**src/rtl/rom_download_sink.sv**
```systemverilog
// ioctl download sink: packs HPS bytes little-endian into 16-bit SDRAM word
// writes, back-pressures the HPS while a word is outstanding, flags ROM ready.
module rom_download_sink #(
  parameter int ADDR_W    = 23,
  parameter int ROM_INDEX = 0
) (
  input  logic              i_EMU_MCLK,
  input  logic              i_EMU_RST_n,
  input  logic              i_IOCTL_DOWNLOAD,
  input  logic [15:0]       i_IOCTL_INDEX,
  input  logic [26:0]       i_IOCTL_ADDR,
  input  logic [7:0]        i_IOCTL_DATA,
  input  logic              i_IOCTL_WR,
  output logic              o_IOCTL_WAIT,
  output logic              o_SDRAM_WR_REQ,
  output logic [ADDR_W-1:0] o_SDRAM_WR_ADDR,
  output logic [15:0]       o_SDRAM_WR_DATA,
  output logic [1:0]        o_SDRAM_WR_BE,
  input  logic              i_SDRAM_WR_ACK,
  output logic              o_ROM_READY,
  output logic              o_OVERRUN,
  output logic [ADDR_W-1:0] o_WORD_CNT
);

  // state    | meaning
  // ST_IDLE  | no request outstanding, accepting bytes
  // ST_WRITE | full/odd-half word request outstanding, waiting for ACK
  // ST_FLUSH | trailing even byte of an odd-length image outstanding
  // ST_READY | image committed, ROM_READY held
  typedef enum logic [1:0] {ST_IDLE, ST_WRITE, ST_FLUSH, ST_READY} state_t;

  state_t            state_q, state_d, st_cur;
  logic              sel, sel_q, start, stop, wr_even, wr_odd;
  logic [ADDR_W-1:0] byte_waddr;
  logic [7:0]        lo_q, lo_d;
  logic              lo_vld_q, lo_vld_d, lo_vld_cur;
  logic [ADDR_W-1:0] waddr_q, waddr_d;
  logic              req_q, req_d, wait_q, wait_d;
  logic [ADDR_W-1:0] addr_q, addr_d;
  logic [15:0]       data_q, data_d;
  logic [1:0]        be_q, be_d;
  logic              ready_q, ready_d, ovr_q, ovr_d;
  logic [ADDR_W-1:0] cnt_q, cnt_d;
  logic              endp_q, endp_d, endp_cur;
  logic              unused_addr_hi;

  assign sel            = i_IOCTL_DOWNLOAD && (i_IOCTL_INDEX == 16'(ROM_INDEX));
  assign start          = sel && !sel_q;
  assign stop           = !sel && sel_q;
  assign wr_even        = i_IOCTL_WR && sel && !i_IOCTL_ADDR[0];
  assign wr_odd         = i_IOCTL_WR && sel && i_IOCTL_ADDR[0];
  assign byte_waddr     = i_IOCTL_ADDR[ADDR_W:1];
  assign unused_addr_hi = &{1'b0, i_IOCTL_ADDR[26:ADDR_W+1]};

  always_ff @(posedge i_EMU_MCLK or negedge i_EMU_RST_n) begin
    if (!i_EMU_RST_n) begin
      state_q  <= ST_IDLE;
      sel_q    <= 1'b0;
      lo_q     <= '0;
      lo_vld_q <= 1'b0;
      waddr_q  <= '0;
      req_q    <= 1'b0;
      wait_q   <= 1'b0;
      addr_q   <= '0;
      data_q   <= '0;
      be_q     <= '0;
      ready_q  <= 1'b0;
      ovr_q    <= 1'b0;
      cnt_q    <= '0;
      endp_q   <= 1'b0;
    end else begin
      state_q  <= state_d;
      sel_q    <= sel;
      lo_q     <= lo_d;
      lo_vld_q <= lo_vld_d;
      waddr_q  <= waddr_d;
      req_q    <= req_d;
      wait_q   <= wait_d;
      addr_q   <= addr_d;
      data_q   <= data_d;
      be_q     <= be_d;
      ready_q  <= ready_d;
      ovr_q    <= ovr_d;
      cnt_q    <= cnt_d;
      endp_q   <= endp_d;
    end
  end

  always_comb begin
    state_d    = state_q;
    lo_d       = lo_q;
    lo_vld_d   = lo_vld_q;
    waddr_d    = waddr_q;
    req_d      = req_q;
    wait_d     = wait_q;
    addr_d     = addr_q;
    data_d     = data_q;
    be_d       = be_q;
    ready_d    = ready_q;
    ovr_d      = ovr_q;
    cnt_d      = cnt_q;
    endp_d     = endp_q;
    st_cur     = state_q;
    lo_vld_cur = lo_vld_q;
    endp_cur   = endp_q;

    // A download start wipes the session; the case below then runs as if idle
    // so a strobe landing on the start cycle is not lost.
    if (start) begin
      st_cur     = ST_IDLE;
      lo_vld_cur = 1'b0;
      endp_cur   = 1'b0;
      state_d    = ST_IDLE;
      lo_vld_d   = 1'b0;
      endp_d     = 1'b0;
      ready_d    = 1'b0;
      ovr_d      = 1'b0;
      cnt_d      = '0;
      req_d      = 1'b0;
      wait_d     = 1'b0;
    end

    case (st_cur)
      ST_IDLE: begin
        if (wr_odd) begin
          req_d    = 1'b1;
          wait_d   = 1'b1;
          addr_d   = byte_waddr;
          data_d   = {i_IOCTL_DATA, lo_q};
          be_d     = lo_vld_cur ? 2'b11 : 2'b10;
          lo_vld_d = 1'b0;
          state_d  = ST_WRITE;
        end else if (stop || endp_cur) begin
          endp_d = 1'b0;
          if (lo_vld_cur) begin
            req_d   = 1'b1;
            wait_d  = 1'b1;
            addr_d  = waddr_q;
            data_d  = {8'h00, lo_q};
            be_d    = 2'b01;
            state_d = ST_FLUSH;
          end else begin
            ready_d = 1'b1;
            state_d = ST_READY;
          end
        end
      end
      ST_WRITE: begin
        // download end while a word is in flight is finished from IDLE
        if (stop) endp_d = 1'b1;
        if (wr_odd) ovr_d = 1'b1;
        if (i_SDRAM_WR_ACK) begin
          req_d   = 1'b0;
          wait_d  = 1'b0;
          cnt_d   = cnt_q + ADDR_W'(1);
          state_d = ST_IDLE;
        end
      end
      ST_FLUSH: begin
        if (wr_odd) ovr_d = 1'b1;
        if (i_SDRAM_WR_ACK) begin
          req_d    = 1'b0;
          wait_d   = 1'b0;
          cnt_d    = cnt_q + ADDR_W'(1);
          lo_vld_d = 1'b0;
          ready_d  = 1'b1;
          state_d  = ST_READY;
        end
      end
      ST_READY: ;
      default: state_d = ST_IDLE;
    endcase

    if (wr_even) begin
      lo_d     = i_IOCTL_DATA;
      lo_vld_d = 1'b1;
      waddr_d  = byte_waddr;
    end
  end

  assign o_IOCTL_WAIT    = wait_q;
  assign o_SDRAM_WR_REQ  = req_q;
  assign o_SDRAM_WR_ADDR = addr_q;
  assign o_SDRAM_WR_DATA = data_q;
  assign o_SDRAM_WR_BE   = be_q;
  assign o_ROM_READY     = ready_q;
  assign o_OVERRUN       = ovr_q;
  assign o_WORD_CNT      = cnt_q;

endmodule

```
**config.mk**
```make
export PLATFORM = sky130hd
export DESIGN_NAME = rom_download_sink
export DESIGN_NICKNAME = d
export VERILOG_FILES = /design/src/rtl/rom_download_sink.sv
export SDC_FILE = /design/constraint.sdc
export NUM_CORES = 1
export LEC_CHECK = 0
export ABC_AREA = 1
export BUFFER_PORTS_ARGS = -buffer_cell sky130_fd_sc_hd__buf_2
export CORE_MARGIN = 5
export CORE_UTILIZATION = 40
export DETAILED_ROUTE_END_ITERATION = 10
export PLACE_DENSITY_LB_ADDON = 0.2
export SLEW_MARGIN = 0
export SYNTH_ARGS = -nofsm -noshare
export SYNTH_HDL_FRONTEND = slang
export SYNTH_SLANG_ARGS = --single-unit
```
**constraint.sdc**
```tcl
create_clock -name i_EMU_MCLK -period 2.25 [get_ports i_EMU_MCLK]
set_input_delay 0 -clock i_EMU_MCLK [delete_from_list [all_inputs] [get_ports i_EMU_MCLK]]
set_output_delay 0 -clock i_EMU_MCLK [all_outputs]
set_load 0.02 [all_outputs]
```
* Word level (Yosys, flattened, before mapping) *
Index checks and enable logic that the tools add are counted.

operators by class
  add/subtract/negate cells = 1
  multipliers = 0
  div/mod/pow operators = 0
  $lt $le $gt $ge = 0
  equal/unequal tests = 2
  shift-type cells = 0
  mux-type cells = 51
  bitwise logic cells = 0
  reduce and logical (&&, ||, !) cells = 16

operators by type and width
  kind                                                  number
  2-to-1 mux 23 bit                                     6
  2-to-1 mux 16 bit                                     3
  2-to-1 mux 1 bit                                      28
  adder 23 x 1 -> 23 bit (second input constant)        1
  logical NOT 16 bit                                    1
  2-to-1 mux 2 bit                                      8
  case mux 1 bit (2 select lines)                       5
  logical AND 1 bit                                     6
  case mux 2 bit (3 select lines)                       1
  nonzero test 2 bit                                    2
  logical NOT 1 bit                                     3
  AND reduction 3 bit                                   1
  equality test 2 x 1 -> 1 bit (second input constant)  1
  equality test 2 bit (second input constant)           1
  logical NOT 2 bit                                     1
  OR reduction 2 bit                                    1
  logical OR 1 bit                                      1

word-level totals
  bits in registers = 104
  latch bits = 0
  bits in writable memories = 0
  memory bits (read-only) = 0
  memories kept = 0

* Depth between registers and ports, before layout *
Gate-level depths: netlist (run 1).

  depth after elaboration = 8
  mapped depth = 17

* Worst setup path after synthesis (run 1) *
OpenSTA, ideal clock, no wires.

  path type = register to register
  from = register sel_q
  to = register cnt_q[7], in the netlist o_WORD_CNT[7]
  data arrival time = 1.892 ns
  required time = 2.130 ns
  path slack = 0.238 ns
  cell stages (with the launch flop) = 11
  buffers on the path = 1
  clock period less this slack = 2.012 ns
  cells stage by stage = dfrtp_1 -> inv_1 -> nand4_2 -> nand2_1 -> ha_1 -> nand2_1 -> clkbuf_1 -> nor2_1 -> nand2_1 -> xor2_1 -> nor2_1

between the ends
  longest elaborated chain between the ends = 6
  elaborated cells on any way between the ends = 9
  those cells by class = 2 x eq/ne; 4 x mux; 3 x reduce/logical

RTL lines
  element                                                                     RTL line  source
  from (decl)                                                                 33        logic sel, sel_q, start, stop, wr_even, wr_odd;
  from (signal assigned)                                                      73        sel_q <= sel;
  logical NOT 1 bit (*)                                                       48        assign start = sel && !sel_q;
  logical AND 1 bit (*)                                                       48
  2-to-1 mux 2 bit                                                            109       if (start) begin
  equality test 2 bit / equality test 2 x 1 -> 1 bit (equally long branches)  123       case (st_cur)
  OR reduction 2 bit (no source line)                                         n/a
  2-to-1 mux 23 bit (*)                                                       n/a
  named net cnt_d[7]                                                          43        logic [ADDR_W-1:0] cnt_q, cnt_d;
  to (signal assigned)                                                        84        cnt_q <= cnt_d;
  to (decl)                                                                   43

Mark *: on every way through the listed nets, which the timed path passes. The rest lies on a longest branch.
A chain may end at the register's enable or synchronous reset.

* Final worst setup path (run 1) *
  from = register sel_q
  to = register cnt_q[16], in the netlist o_WORD_CNT[16]

Same word-level chain as after synthesis.

==> results of run 1 <==
synthesized netlist by cell type (4+ instances only):
cell                       instances
sky130_fd_sc_hd__nand2_1         187
sky130_fd_sc_hd__dfrtp_1         104
sky130_fd_sc_hd__inv_1            65
sky130_fd_sc_hd__o21ai_0          63
sky130_fd_sc_hd__nand3_1          60
sky130_fd_sc_hd__nor2_1           46
sky130_fd_sc_hd__clkbuf_1         14
sky130_fd_sc_hd__a21oi_1          11
sky130_fd_sc_hd__nor3_1            9
sky130_fd_sc_hd__o21ai_1           9
sky130_fd_sc_hd__buf_2             5
sky130_fd_sc_hd__ha_1              5
sky130_fd_sc_hd__buf_4             4
sky130_fd_sc_hd__nand4_1           4
sky130_fd_sc_hd__nor2_2            4
sky130_fd_sc_hd__xnor2_1           4
cell usage in the layout, fill, tap and decap left out, types with 2 or more instances in the layout:
master	instances
sky130_fd_sc_hd__nand2_2	3
sky130_fd_sc_hd__o21ai_0	63
sky130_fd_sc_hd__o211ai_1	2
sky130_fd_sc_hd__xor2_1	3
sky130_fd_sc_hd__nand3_2	2
sky130_fd_sc_hd__ha_1	5
sky130_fd_sc_hd__inv_1	65
sky130_fd_sc_hd__clkbuf_8	2
sky130_fd_sc_hd__buf_4	10
sky130_fd_sc_hd__nand2_1	187
sky130_fd_sc_hd__a21oi_1	11
sky130_fd_sc_hd__clkbuf_16	9
sky130_fd_sc_hd__xnor2_1	4
sky130_fd_sc_hd__nor3_1	9
sky130_fd_sc_hd__o21ai_1	9
sky130_fd_sc_hd__dfrtp_1	104
sky130_fd_sc_hd__buf_2	119
sky130_fd_sc_hd__dlygate4sd3_1	32
sky130_fd_sc_hd__nor2_2	4
sky130_fd_sc_hd__nor2_4	2
sky130_fd_sc_hd__mux2i_1	2
sky130_fd_sc_hd__nand3_1	60
sky130_fd_sc_hd__buf_12	3
sky130_fd_sc_hd__nor2_1	46
sky130_fd_sc_hd__nand3_4	2
sky130_fd_sc_hd__inv_2	2
sky130_fd_sc_hd__clkbuf_1	2
sky130_fd_sc_hd__a211oi_1	2
sky130_fd_sc_hd__nand4_1	4
worst max-delay path, cell delays in order (launching register included):
cell and delay (ns):
sky130_fd_sc_hd__dfrtp_1 0.36, sky130_fd_sc_hd__nor2_1 0.07, sky130_fd_sc_hd__nor2_1 0.21, sky130_fd_sc_hd__inv_1 0.12, sky130_fd_sc_hd__ha_1 0.30, sky130_fd_sc_hd__nand2_1 0.11, sky130_fd_sc_hd__clkinv_2 0.08, sky130_fd_sc_hd__nand2_1 0.08
sky130_fd_sc_hd__nor2_2 0.17, sky130_fd_sc_hd__nand2_1 0.10, sky130_fd_sc_hd__nor2_2 0.11, sky130_fd_sc_hd__nand2_1 0.07, sky130_fd_sc_hd__mux2i_1 0.11
through the flow:
step / area, um2 / util, % / setup WS (ns)
3_5_place_dp: 5870 / 46.9 / 0.161
2_1_floorplan: 5060 / - / 0.238
6_report: 6490 / 51.8 / 0.235
5_1_grt: 6490 / 51.8 / 0.0366
3_3_place_gp: 5870 / 46.9 / 0.215
4_1_cts: 6490 / 51.8 / 0.221
cell type report:
type | instances | area (um2)
Multi-Input combinational cell | 432 | 2060
Clock buffer | 13 | 260
Tap cell | 172 | 215
Sequential cell | 104 | 2600
Inverter | 69 | 260
Fill cell | 1255 | 6030
Clock inverter | 2 | 38.8
Timing Repair Buffer | 164 | 1050
worst paths after layout:
kind                                                        end  slack, ns  depth (start not counted)
worst max-delay path                   o_WORD_CNT[16]$_DFF_PN0_       0.23                         12
worst min-delay path                   o_WORD_CNT[18]$_DFF_PN0_       0.05                          3
worst max register to register         o_WORD_CNT[16]$_DFF_PN0_       0.23                         12
worst min register to register   o_SDRAM_WR_DATA[1]$_DFFE_PN0P_       0.47                          2
max in group asynchronous       o_SDRAM_WR_ADDR[22]$_DFFE_PN0P_       1.29                          3
min in group asynchronous               o_WORD_CNT[0]$_DFF_PN0_       0.21                          2
power breakdown:
part / switching, W / internal, W
clock network: 0.000678 / 0.000921
logic: 0.000647 / 0.000409
registers: 0.000116 / 0.00198
state kept, by name, summed over array words and instances (netlist names), 2 cells and up:
register,cells
o_WORD_CNT,23
o_SDRAM_WR_DATA,16
state_q,2
o_SDRAM_WR_ADDR,23
o_SDRAM_WR_BE,2
waddr_q,23
lo_q,8
logic make-up (layout without fill, tap and decap cells):
family,Yosys count,in the layout
and+or+nand+nor,325,325
DFF,104,104
buffers and inverters,95,248
AOI/OAI and AO/OA,93,93
xor gates and xnor gates,7,7
adders and majority gates,5,5
muxes,2,2
timing repair:
item / 4_1_cts / 5_1_grt
hold buffers: 32 / 0
hold endpoints to repair: 84 / 0
gates resized for setup: 0 / 0
layer usage:
layer / part of all wire (%) / vias to the layer above / global-route usage (%)
met2: 48 / 103 / 28.4
met1: 45 / 2203 / 23.2
li1: - / 2310 / -
met4: 1.0 / 0 / 5.74
met5: 0 / - / 0
met3: 5.8 / 10 / 4.52
==> summary.json, run 1 <==
{
  "clock-skew-final": {"value": 0.0107, "unit": "ns"},
  "timing.hold.worst.start": {"value": "i_SDRAM_WR_ACK"},
  "die_area": {"value": 15000, "unit": "um2"},
  "power_per_cell_area": {"value": 733, "unit": "nW/um2"},
  "clk_root_buffer_cell": {"value": "sky130_fd_sc_hd__clkbuf_16"},
  "cts_tree": {"value": "built"},
  "synth_xor_area_share": {"value": 1.21, "unit": "%"},
  "timing.slew.headroom": {"value": 59.0, "unit": "%"},
  "ctsHtreeMaxLevel": {"value": 3},
  "fp.dieW": {"value": 123, "unit": "um"},
  "synthTopCellsByArea": {"value": "sky130_fd_sc_hd__dfrtp_1 51%, sky130_fd_sc_hd__nand2_1 14%, sky130_fd_sc_hd__o21ai_0 6.2%, sky130_fd_sc_hd__nand3_1 5.9%, sky130_fd_sc_hd__inv_1 4.8%"},
  "post_cts.repair.setup_buffers": {"value": 0},
  "total_leakage_power": {"value": 3.50, "unit": "nW"},
  "post-synth-top-area-cell": {"value": "sky130_fd_sc_hd__dfrtp_1"},
  "synth.area.mux_share": {"value": 0.395, "unit": "%"},
  "gp_routability_congestion": {"value": 0.839},
  "place.detailed.instances": {"value": 909},
  "layout.cells.non_filler": {"value": 956},
  "finish.net_count": {"value": 841},
  "grt_max_degree": {"value": 60},
  "fmaxAchievable": {"value": 496, "unit": "MHz"},
  "critical_path_start": {"value": "sel_q$_DFF_PN0_"},
  "syn-cell-area": {"value": 5060, "unit": "um2"},
  "post_synthesis_share_of_cell_area_spent_on_and_or_nand_and_nor_gates": {"value": 28.1, "unit": "%"},
  "initial_utilization": {"value": 40.4, "unit": "%"},
  "syn-instance-count": {"value": 631},
  "io_pins": {"value": 124},
  "io_buffers": {"value": 120},
  "num_rows": {"value": 41},
  "synth-edff-count": {"value": 0},
  "diodes": {"value": 0},
  "detailed_route_vias_per_instance": {"value": 4.84},
  "yosys.area_share.adder": {"value": 1.24, "unit": "%"},
  "min-delay-path-class": {"value": "in -> reg"},
  "all_layer_global_routing_usage": {"value": 17.6, "unit": "%"},
  "ys_warn_count": {"value": 0},
  "route.vias.total": {"value": 4626},
  "cts.path.max_buffers": {"value": 2},
  "timing.final.max_slew_violations": {"value": 0},
  "async_reset_ff_share": {"value": 100, "unit": "%"},
  "synth_largest_type_area_fraction": {"value": 51.4, "unit": "%"},
  "postSynth.topFlopCell": {"value": "sky130_fd_sc_hd__dfrtp_1"},
  "status": {"value": "finished, final reports clean"},
  "clock-sinks": {"value": 104},
  "clock_pin_transition_on_the_worst_setup_and_hold_timing_paths": {"value": 0.07, "unit": "ns"},
  "fin_crit": {"value": 2.02, "unit": "ns"},
  "cp-end-kind": {"value": "flop"},
  "yosys.cell_types.count": {"value": 40},
  "hold-worst-slack": {"value": 0.0526, "unit": "ns"},
  "clock_latency_late_sink": {"value": 0.34, "unit": "ns"},
  "grt_first_pass_wirelength": {"value": 21200, "unit": "um"},
  "avgSynthCellArea": {"value": 8.02, "unit": "um2"},
  "dpl.hpwl": {"value": 8830, "unit": "um"},
  "worst_pin_slew": {"value": 0.614, "unit": "ns"},
  "critical_path.startpoint_type": {"value": "flop"},
  "tns": {"value": 0, "unit": "ns"},
  "cts_made_buffers": {"value": 9},
  "syn_to_final_growth": {"value": 28.1, "unit": "%"},
  "setup.worst_path.class": {"value": "reg -> reg"},
  "share_of_the_synthesized_area_in_compound_gates_ao_oa_aoi_oai": {"value": 9.76, "unit": "%"},
  "first_global_vias": {"value": 4476},
  "setup_viol": {"value": 0},
  "setup_repair_after_global_routing_missed_its_margin": {"value": "no"},
  "antenna_violating_nets_left": {"value": 0},
  "synth_fp_nets": {"value": 692},
  "route.detailed.drc": {"value": 0},
  "drt-wirelength-per-cell": {"value": 13.4, "unit": "um"},
  "antenna_found_initial": {"value": 0},
  "layout_worst_path_cycle_share": {"value": 89.6, "unit": "%"},
  "largest_family_of_logic_cells_by_synthesized_area": {"value": "simple AND/OR/NAND/NOR gates"},
  "postSynthRegisterBits": {"value": 104},
  "report.power.total": {"value": 0.00475, "unit": "W"},
  "critical_path_required": {"value": 2.47, "unit": "ns"},
  "r2r-start": {"value": "sel_q$_DFF_PN0_"},
  "routed_wl": {"value": 12800, "unit": "um"},
  "floorplan.core_area": {"value": 12500, "unit": "um2"},
  "chipHeight": {"value": 123, "unit": "um"},
  "first_iter_violations": {"value": 321},
  "power.ir.vdd_worst": {"value": 0.000347, "unit": "V"},
  "hold_violations": {"value": 0},
  "grt_overflow_total": {"value": 0},
  "critical_path_arrival": {"value": 2.23, "unit": "ns"},
  "ys_seq_area_share": {"value": 51.4, "unit": "%"},
  "worstPathMaxFanout": {"value": 4},
  "drive_above_1_share": {"value": 21.0, "unit": "%"},
  "drv.max_cap_violation_count": {"value": 0},
  "drt_pre_antenna_iters": {"value": 5}
}
Power figures use the tool's default switching activity.
==> run 2, diff against run 1 <==
--- a/config.mk
+++ b/config.mk
@@ -11,6 +11,8 @@
 export CORE_UTILIZATION = 40
 export DETAILED_ROUTE_END_ITERATION = 10
 export PLACE_DENSITY_LB_ADDON = 0.2
+export RECOVER_POWER = 50
+export SETUP_SLACK_MARGIN = 0.4
 export SLEW_MARGIN = 0
 export SYNTH_ARGS = -nofsm -noshare
 export SYNTH_HDL_FRONTEND = slang
==> summary.json, run 2 (synthesis gave the netlist of run 1 again) <==
{
  "status": {"value": "finished, final reports clean", "change": "unchanged"},
  "worst_pin_slew": {"value": 1.22, "unit": "ns", "change": "was 0.614 ns"},
  "clock-sinks": {"value": 104, "change": "unchanged"},
  "critical_path_required": {"value": 2.48, "unit": "ns", "change": "was 2.47 ns"},
  "postLayoutSetupSlackWorst": {"value": 0.421, "unit": "ns", "change": "was 0.235 ns"},
  "hold-worst-slack": {"value": 0.0822, "unit": "ns", "change": "was 0.0526 ns"},
  "critical_path_arrival": {"value": 2.06, "unit": "ns", "change": "was 2.23 ns"},
  "cts_made_buffers": {"value": 9, "change": "unchanged"},
  "ff_latch_area": {"value": 2600, "unit": "um2", "change": "unchanged"},
  "grt_overflow_total": {"value": 0, "change": "unchanged"},
  "drv.max_cap_violation_count": {"value": 0, "change": "unchanged"},
  "route.detailed.drc": {"value": 0, "change": "unchanged"},
  "num_rows": {"value": 41, "change": "unchanged"},
  "critical_path.startpoint_type": {"value": "flop", "change": "unchanged"},
  "drt_pre_antenna_iters": {"value": 5, "change": "unchanged"},
  "routed_wl": {"value": 13200, "unit": "um", "change": "was 12,800 um"},
  "initial_utilization": {"value": 40.4, "unit": "%", "change": "unchanged"},
  "most_common_cell_after_layout_fill_and_taps_aside": {"value": "sky130_fd_sc_hd__nand2_1", "change": "unchanged"},
  "clock_latency_late_sink": {"value": 0.34, "unit": "ns", "change": "about the same"},
  "detailed_route_vias_per_instance": {"value": 4.79, "change": "was 4.84"},
  "timing.reg2reg.setup_slack": {"value": 0.42, "unit": "ns", "change": "was 0.23 ns"},
  "power.ir.vdd_worst": {"value": 0.000286, "unit": "V", "change": "was 0.000347 V"},
  "drt-wirelength-per-cell": {"value": 13.7, "unit": "um", "change": "was 13.4 um"},
  "clk_root_buffer_cell": {"value": "sky130_fd_sc_hd__clkbuf_16", "change": "unchanged"},
  "hold_violations": {"value": 0, "change": "unchanged"},
  "place_ws": {"value": 0.150, "unit": "ns", "change": "was 0.161 ns"},
  "timing.slew.headroom": {"value": 18.4, "unit": "%", "change": "was 59.0%"},
  "dpl.hpwl": {"value": 8700, "unit": "um", "change": "was 8830 um"},
  "antenna_violating_nets_left": {"value": 0, "change": "unchanged"},
  "antenna_found_initial": {"value": 0, "change": "unchanged"},
  "ctsHtreeMaxLevel": {"value": 3, "change": "unchanged"},
  "die_area": {"value": 15000, "unit": "um2", "change": "unchanged"},
  "timing.hold.worst.start": {"value": "i_SDRAM_WR_ACK", "change": "unchanged"},
  "floorplan.core_area": {"value": 12500, "unit": "um2", "change": "unchanged"},
  "tns": {"value": 0, "unit": "ns", "change": "unchanged"},
  "first_global_vias": {"value": 4472, "change": "was 4,476"},
  "route.vias.total": {"value": 4631, "change": "was 4,626"},
  "finish.net_count": {"value": 853, "change": "was 841"},
  "worstPathMaxFanout": {"value": 4, "change": "unchanged"},
  "fmaxAchievable": {"value": 547, "unit": "MHz", "change": "was 496 MHz"},
  "chipHeight": {"value": 123, "unit": "um", "change": "unchanged"},
  "min-delay-path-class": {"value": "in -> reg", "change": "unchanged"},
  "layout.cells.most_common_list": {"value": "183 x sky130_fd_sc_hd__nand2_1, 104 x sky130_fd_sc_hd__dfrtp_1, 68 x sky130_fd_sc_hd__clkbuf_1, 63 x sky130_fd_sc_hd__inv_1, 63 x sky130_fd_sc_hd__o21ai_0", "change": "was 187 x sky130_fd_sc_hd__nand2_1, 119 x sky130_fd_sc_hd__buf_2, 104 x sky130_fd_sc_hd__dfrtp_1, 65 x sky130_fd_sc_hd__inv_1, 63 x sky130_fd_sc_hd__o21ai_0"},
  "clock-skew-final": {"value": 0.00552, "unit": "ns", "change": "was 0.0107 ns"},
  "drive_above_1_share": {"value": 15.5, "unit": "%", "change": "was 21.0%"},
  "grt_first_pass_wirelength": {"value": 21300, "unit": "um", "change": "was 21,200 um"},
  "fp.dieW": {"value": 123, "unit": "um", "change": "unchanged"},
  "setup_viol": {"value": 0, "change": "unchanged"},
  "io_pins": {"value": 124, "change": "unchanged"},
  "layout.filler_cells": {"value": 1295, "change": "was 1,255"},
  "multi_input_area": {"value": 2170, "unit": "um2", "change": "was 2060 um2"},
  "io_buffers": {"value": 120, "change": "unchanged"},
  "layout_worst_path_cycle_share": {"value": 81.3, "unit": "%", "change": "was 89.6%"},
  "syn_to_final_growth": {"value": 29.1, "unit": "%", "change": "was 28.1%"},
  "power_per_cell_area": {"value": 718, "unit": "nW/um2", "change": "was 733 nW/um2"},
  "all_layer_global_routing_usage": {"value": 17.7, "unit": "%", "change": "was 17.6%"},
  "cts.path.max_buffers": {"value": 2, "change": "unchanged"},
  "setup_repair_after_global_routing_missed_its_margin": {"value": "yes", "change": "was no"},
  "setup.worst_path.class": {"value": "reg -> reg", "change": "unchanged"},
  "cts_tree": {"value": "built", "change": "unchanged"},
  "cp-end-kind": {"value": "flop", "change": "unchanged"},
  "timing.final.max_slew_violations": {"value": 0, "change": "unchanged"},
  "fin_crit": {"value": 1.83, "unit": "ns", "change": "was 2.02 ns"},
  "layout.core_utilization": {"value": 52.2, "unit": "%", "change": "was 51.8%"},
  "diodes": {"value": 0, "change": "unchanged"},
  "gp_routability_congestion": {"value": 0.865, "change": "was 0.839"},
  "total_leakage_power": {"value": 3.28, "unit": "nW", "change": "was 3.50 nW"},
  "r2r-start": {"value": "sel_q$_DFF_PN0_", "change": "unchanged"},
  "clock_pin_transition_on_the_worst_setup_and_hold_timing_paths": {"value": 0.07, "unit": "ns", "change": "about the same"},
  "critical_path_start": {"value": "sel_q$_DFF_PN0_", "change": "unchanged"},
  "grt_max_degree": {"value": 64, "change": "was 60"},
  "first_iter_violations": {"value": 301, "change": "was 321"}
}
[run 2: cell count changes in the layout (fill, tap and decap cells not counted), moves of 2 or more]
cell,delta
sky130_fd_sc_hd__inv_1,-2
sky130_fd_sc_hd__clkbuf_8,-2
sky130_fd_sc_hd__nor2_4,+4
sky130_fd_sc_hd__nand2_4,+2
sky130_fd_sc_hd__clkbuf_1,+66
sky130_fd_sc_hd__nor2_1,-5
sky130_fd_sc_hd__clkinv_2,+2
sky130_fd_sc_hd__inv_2,+2
sky130_fd_sc_hd__nand2_1,-4
sky130_fd_sc_hd__nor3_2,+2
sky130_fd_sc_hd__nor3_1,-2
sky130_fd_sc_hd__nand2_2,+2
sky130_fd_sc_hd__buf_4,+9
sky130_fd_sc_hd__buf_2,-67
[run 2: final timing paths]
kind / endpoint / cells past startpoint
max: o_WORD_CNT[16]$_DFF_PN0_ / 12
min: o_WORD_CNT[18]$_DFF_PN0_ / 3
max reg2reg: o_WORD_CNT[16]$_DFF_PN0_ / 12
min reg2reg: o_SDRAM_WR_DATA[4]$_DFFE_PN0P_ / 2
max in group asynchronous: o_SDRAM_WR_ADDR[22]$_DFFE_PN0P_ / 3
min in group asynchronous: o_WORD_CNT[21]$_DFF_PN0_ / 2
[run 2: power by group]
part	switching [W]	internal, W	leakage, nW
registers	0.000126	0.00198	1.41
clock network	0.000669	0.000735	0.128
logic	0.000706	0.000474	1.74
[run 2: through the flow]
step	cells	instance area [um2]	total power [W]
after floorplan	631	5100	0.00279
after global placement	906	5870	0.00315
after detailed placement	906	5870	0.00317
after CTS	953	6470	0.00465
after global routing	967	6530	0.00497
final	967	6530	0.00469
[run 2: critical path, stage by stage (launching register included)]
cell and delay [ns]:
sky130_fd_sc_hd__dfrtp_1 0.42, sky130_fd_sc_hd__nor2_4 0.06, sky130_fd_sc_hd__nor2_4 0.16, sky130_fd_sc_hd__inv_2 0.08
sky130_fd_sc_hd__ha_4 0.29, sky130_fd_sc_hd__nand2_4 0.06, sky130_fd_sc_hd__inv_4 0.05, sky130_fd_sc_hd__nand2_2 0.06
sky130_fd_sc_hd__nor2_4 0.15, sky130_fd_sc_hd__nand2_2 0.07, sky130_fd_sc_hd__nor2_2 0.12, sky130_fd_sc_hd__nand2_1 0.07
sky130_fd_sc_hd__mux2i_1 0.12
[run 2: repair_timing]
action	4_1_cts	5_1_grt
endpoints found under the setup margin	45	59
buffers inserted	1	12
hold buffers	32	0
cloned	0	2
endpoints found under the hold margin	85	0
pin swaps	1	9
resized for setup	5	14
[run 2: final cells by class]
| cell class | instances | share of cell area, % |
|---|---|---|
| clock buffer | 10 | 3.50 |
| multi-input combinational | 434 | 33.2 |
| sequential | 104 | 39.8 |
| clock inverter | 4 | 0.364 |
| tap | 172 | 3.29 |
| inverter | 69 | 4.00 |
| timing repair buffer | 174 | 15.8 |
[run 2: layer usage]
layer	share of wire [%]	wire length (um)	track usage (%)
met2	49	6430	30.5
met4	1.3	172	5.67
met1	45	5920	22.1
met3	5.2	683	3.92
met5	0	0	0
